### src/rtl/frame_strobe_writer_if.sv
// Request channel from the bitstream loader into frame_strobe_writer.
// The master drives a frame write and the slave answers with req_ready.
interface frame_strobe_writer_if #(
    parameter int CW = 2,
    parameter int FW = 5,
    parameter int DW = 32
);
    logic          req_valid;
    logic          req_ready;
    logic [CW-1:0] req_col;
    logic [FW-1:0] req_frame;
    logic [DW-1:0] req_data;

    modport master (
        output req_valid,
        output req_col,
        output req_frame,
        output req_data,
        input  req_ready
    );

    modport slave (
        input  req_valid,
        input  req_col,
        input  req_frame,
        input  req_data,
        output req_ready
    );
endinterface

### src/rtl/frame_strobe_writer.sv
// Column frame latch driver: one-hot FrameStrobe pulse with programmable setup/width/hold.
// Optional FRAME_STROBE_RANGE_CHECK_EN rejects out-of-range requests with an err pulse.
module frame_strobe_writer #(
    parameter int MaxFramesPerCol = 20,
    parameter int FrameBitsPerRow = 32,
    parameter int NumColumns      = 4,
    parameter int SetupCycles     = 1,
    parameter int StrobeCycles    = 1,
    parameter int HoldCycles      = 1
) (
    input  logic                                  CLK,
    input  logic                                  resetn,
    frame_strobe_writer_if.slave                  req,
    output logic [FrameBitsPerRow-1:0]            FrameData,
    output logic [NumColumns*MaxFramesPerCol-1:0] FrameStrobe,
    output logic                                  busy,
    output logic                                  done,
    output logic                                  err
);
    localparam int CW = (NumColumns > 1) ? $clog2(NumColumns) : 1;
    localparam int FW = (MaxFramesPerCol > 1) ? $clog2(MaxFramesPerCol) : 1;
    localparam int SW = NumColumns * MaxFramesPerCol;

    localparam logic [7:0] SETUP_N  = 8'(SetupCycles - 1);
    localparam logic [7:0] STROBE_N = 8'(StrobeCycles - 1);
    localparam logic [7:0] HOLD_N   = 8'(HoldCycles - 1);

    localparam logic [1:0] IDLE   = 2'd0;
    localparam logic [1:0] SETUP  = 2'd1;
    localparam logic [1:0] STROBE = 2'd2;
    localparam logic [1:0] HOLD   = 2'd3;

    logic [1:0]    state;
    logic [7:0]    cnt;
    logic [CW-1:0] col_q;
    logic [FW-1:0] frame_q;
    logic [SW-1:0] strobe_dec;
    logic          go;

    assign req.req_ready = resetn && (state == IDLE);
    assign busy          = (state != IDLE);

    // An out-of-range target decodes to an all-zero strobe.
    always_comb begin
        strobe_dec = '0;
        if (int'(col_q) < NumColumns && int'(frame_q) < MaxFramesPerCol)
            strobe_dec = SW'(1) << (int'(col_q) * MaxFramesPerCol + int'(frame_q));
    end

`ifdef FRAME_STROBE_RANGE_CHECK_EN
    logic in_range;

    assign in_range = (int'(req.req_col) < NumColumns)
                   && (int'(req.req_frame) < MaxFramesPerCol);
    assign go       = req.req_valid && in_range;

    always_ff @(posedge CLK) begin
        if (!resetn)
            err <= 1'b0;
        else
            err <= req.req_valid && req.req_ready && !in_range;
    end
`else
    assign go  = req.req_valid;
    assign err = 1'b0;
`endif

    always_ff @(posedge CLK) begin
        if (!resetn) begin
            state       <= IDLE;
            cnt         <= 8'd0;
            col_q       <= '0;
            frame_q     <= '0;
            FrameData   <= '0;
            FrameStrobe <= '0;
            done        <= 1'b0;
        end else begin
            done <= 1'b0;
            unique case (state)
                IDLE: begin
                    if (go) begin
                        state     <= SETUP;
                        cnt       <= SETUP_N;
                        col_q     <= req.req_col;
                        frame_q   <= req.req_frame;
                        FrameData <= req.req_data;
                    end
                end
                SETUP: begin
                    if (cnt == 8'd0) begin
                        state       <= STROBE;
                        cnt         <= STROBE_N;
                        FrameStrobe <= strobe_dec;
                    end else begin
                        cnt <= cnt - 8'd1;
                    end
                end
                STROBE: begin
                    if (cnt == 8'd0) begin
                        state       <= HOLD;
                        cnt         <= HOLD_N;
                        FrameStrobe <= '0;
                    end else begin
                        cnt <= cnt - 8'd1;
                    end
                end
                HOLD: begin
                    if (cnt == 8'd0) begin
                        state <= IDLE;
                        done  <= 1'b1;
                    end else begin
                        cnt <= cnt - 8'd1;
                    end
                end
            endcase
        end
    end
endmodule
### src/flat_wrapper.sv
// flat-port wrapper written by rule: the top's interface ports become plain ports
module frame_strobe_writer_flat 
#(
    parameter int MaxFramesPerCol = 20,
    parameter int FrameBitsPerRow = 32,
    parameter int NumColumns      = 4,
    parameter int SetupCycles     = 1,
    parameter int StrobeCycles    = 1,
    parameter int HoldCycles      = 1
)
  (CLK, resetn, FrameData, FrameStrobe, busy, done, err, req_req_valid, req_req_col, req_req_frame, req_req_data, req_req_ready);
  frame_strobe_writer_if req_i ();
  input  logic CLK;
  input  logic resetn;
  output logic [FrameBitsPerRow-1:0] FrameData;
  output logic [NumColumns*MaxFramesPerCol-1:0] FrameStrobe;
  output logic busy;
  output logic done;
  output logic err;
  input wire logic [$bits(req_i.req_valid)-1:0] req_req_valid;
  input wire logic [$bits(req_i.req_col)-1:0] req_req_col;
  input wire logic [$bits(req_i.req_frame)-1:0] req_req_frame;
  input wire logic [$bits(req_i.req_data)-1:0] req_req_data;
  output wire logic [$bits(req_i.req_ready)-1:0] req_req_ready;
  assign req_i.req_valid = req_req_valid;
  assign req_i.req_col = req_req_col;
  assign req_i.req_frame = req_req_frame;
  assign req_i.req_data = req_req_data;
  assign req_req_ready = req_i.req_ready;
  frame_strobe_writer #(.MaxFramesPerCol(MaxFramesPerCol), .FrameBitsPerRow(FrameBitsPerRow), .NumColumns(NumColumns), .SetupCycles(SetupCycles), .StrobeCycles(StrobeCycles), .HoldCycles(HoldCycles)) u_core (.CLK(CLK), .resetn(resetn), .req(req_i), .FrameData(FrameData), .FrameStrobe(FrameStrobe), .busy(busy), .done(done), .err(err));
endmodule
### config.mk
export PLATFORM = sky130hd
export DESIGN_NAME = frame_strobe_writer_flat
export DESIGN_NICKNAME = d
export VERILOG_FILES = /design/src/rtl/frame_strobe_writer_if.sv /design/src/rtl/frame_strobe_writer.sv /design/src/flat_wrapper.sv
export SDC_FILE = /design/constraint.sdc
export NUM_CORES = 1
export LEC_CHECK = 0
export ABC_AREA = 1
export CORE_ASPECT_RATIO = 1.1
export CORE_UTILIZATION = 40
export CTS_BUF_LIST = sky130_fd_sc_hd__clkbuf_8 sky130_fd_sc_hd__clkbuf_16
export DETAILED_ROUTE_END_ITERATION = 16
export MAX_ROUTING_LAYER = met4
export PLACE_DENSITY = 0.69
export SLEW_MARGIN = 20
export SYNTH_ARGS = -nofsm -noshare
export SYNTH_HDL_FRONTEND = slang
export SYNTH_SLANG_ARGS = --single-unit
### constraint.sdc
create_clock -name CLK -period 2.9 [get_ports CLK]
set_clock_uncertainty 0.2 [all_clocks]
set_input_delay 0.725 -clock CLK [delete_from_list [all_inputs] [get_ports CLK]]
set_output_delay 0.725 -clock CLK [all_outputs]
set_load 0.01 [all_outputs]
==> impl_metrics.tcl <==
set metrics [dict create \
    outcome "complete, but fails checks" \
    violations "DRC" \
    fin_tns_setup_ns 0 \
    rsz0062_at_grt "no" \
    synthCells 737 \
    vias 5194 \
    grt_overflow 0 \
    final_antenna_net_count 0 \
    maxClockFrequency_mhz 366 \
    clock_latency_ns 0.42 \
    n_antenna_cell 0 \
    die_area_um2 13900 \
    crit_type "reg -> out" \
    avgViaCountPerCell 4.94 \
    drt_wl_total_mm 14.3 \
    grt_pass1_vias 4686 \
    fin_crit_sh_pct 94.3 \
    synth.yosys.warnings 0 \
    maxSlewViolCount 0 \
    cts_hold_buf 0 \
    area_growth_pct 41.9 \
    wl_per_cell_um 13.6 \
    antenna_found_initial 0 \
    final_cell_mix "168 x nor2_1, 155 x clkdlybuf4s50_1, 143 x nand2_1" \
    hpwlAfterDp_mm 9.87 \
    cts.root.buffer_cell "clkbuf_16" \
    crit_fanout 4 \
    post-cts-setup-buffers 0 \
    grt_max_degree 76 \
    finalSetupViolCount 0 \
    ys_seq_area_share_pct 48.4 \
    top_layer_used "met4" \
    synth-edff-count 0 \
    critPathCaptureType "output pin" \
    core_um2 13200 \
    placed_cells 1020 \
    cts-resized-gates 0 \
    grt_pass1_wl_mm 23.1 \
    avgSynthCellArea_um2 7.29 \
    async_reset_ff_share_pct 0 \
    power-per-cell-area_nw_per_um2 1040 \
    drtIter0Drc 229 \
    cts_buffers 17 \
    grt_usage_pct 22.0 \
    final_cells 1052 \
    synth-main-ff-cell "dfxtp_1" \
    path_clk_slew_ns 0.06 \
    dr_wl_met3_um 727 \
    yosysUniqueCellTypes 28 \
    synth_top_cell_by_area "dfxtp_1" \
    critPathArrivalTime_ns 1.81 \
    hold_class "reg -> reg" \
    gp_congestion 0.925 \
    finalCriticalPeriod_ns 2.73 \
    cts_sinks 130 \
    nets 930 \
    cts_tree "done" \
    critPathLaunchType "flop" \
    die_width_um 113 \
    drt-met1-wl_mm 6.54 \
    cts_buffer_depth 2 \
    num_rows 44 \
    wl_met2_mm 6.79 \
    finalHoldViolCount 0 \
    io-pin-count 158 \
    final_common_cell "nor2_1" \
    leakage_nw 2.95 \
    start_util_pct 40.8 \
    max-slew-margin-rel_pct 56.4 \
    firstDrtPassIters 10 \
    netlist_area_um2 5370 \
    ir_drop_uv 686 \
    io_buffers 156 \
    synthTopCellsByArea "dfxtp_1 48%, nor2_1 12%, nand2_1 10%" \
    maxCapViolCount 0 \
    syn-num-nets 789 \
    die_y_um 124 \
    synth-seq-cells 130 \
    required_ns 1.98 \
    htree_levels 4 \
    p_total_mw 7.91 \
    drc 1 \
    layout-drive-gt1-share_pct 6.62 \
    tightest_slew_ns 0.654 \
    netlist.area_leader.share_pct 48.4 \
]
[flip-flops by register name, summed over array words and instances (netlist names)]
signal,flops
u_core.FrameData,32
u_core.done,1
u_core.col_q,2
u_core.cnt,8
u_core.state,2
u_core.FrameStrobe,80
u_core.frame_q,5
[routing by layer]
layer  vias to the layer above  track usage, %
met4                         0            8.58
met3                        21            5.39
met1                      2358            27.0
met5                         -               -
li1                       2654               -
met2                       161            35.1
[metrics by stage]
step                      util (%)  setup slack [ns]  area (µm²)  hold slack (ns)
after floorplan                  -             0.631        5370            0.241
after global placement        53.0             0.423        6980            0.252
after detailed placement      53.0             0.400        6980            0.257
after CTS                     58.0             0.163        7630            0.266
after global routing          58.0            0.0903        7630            0.272
final                         58.0             0.165        7630            0.263
[area by class of cell]
class / count / area (µm²)
Timing Repair Buffer: 166 / 1630
Fill cell: 1241 / 5530
Sequential cell: 130 / 2600
Tap cell: 161 / 201
Clock buffer: 22 / 494
Multi-Input combinational cell: 527 / 2410
Clock inverter: 10 / 154
Inverter: 36 / 135
[cell usage after synthesis, types with 2 or more instances]
cell / count
nand2_2: 3
buf_2: 17
buf_6: 4
nor2_1: 168
a21oi_1: 83
ha_1: 9
clkbuf_1: 20
nand2_1: 143
buf_4: 3
clkinv_1: 2
xor2_1: 2
nand3_1: 13
inv_1: 30
nor3_1: 10
o21ai_0: 73
inv_2: 4
or2_2: 4
dfxtp_1: 130
nand4_1: 10
[power by group]
| part | internal [mW] | switching [mW] |
|---|---|---|
| Sequential | 2.16 | 0.233 |
| Combinational | 1.21 | 1.99 |
| Clock | 1.55 | 0.779 |
[worst paths after layout]
path | slack, ns | endpoint | start | depth (start not counted)
max | 0.17 | busy | u_core.state[0] | 4
min reg2reg | 0.26 | u_core.FrameStrobe[73] | u_core.FrameStrobe[73] | 2
max reg2reg | 0.33 | u_core.FrameStrobe[5] | u_core.frame_q[2] | 8
min | 0.26 | u_core.FrameStrobe[73] | u_core.FrameStrobe[73] | 2
[worst max-delay path, stage by stage, from the launching register on]
cell and delay [ns]:
dfxtp_1 0.40, inv_1 0.10, ha_1 0.24, inv_1 0.08, clkdlybuf4s50_1 0.56
[cells by family after synthesis]
group                    share of synthesized area [%]
buffers and inverters                             6.75
flip-flops                                        48.4
adder cells (fa/ha/maj)                           2.47
AO/OA/AOI/OAI                                     15.0
other                                           0.0698
AND/OR/NAND/NOR                                   27.0
XOR/XNOR                                         0.326
No activity file was read; power rests on OpenSTA's default activity.
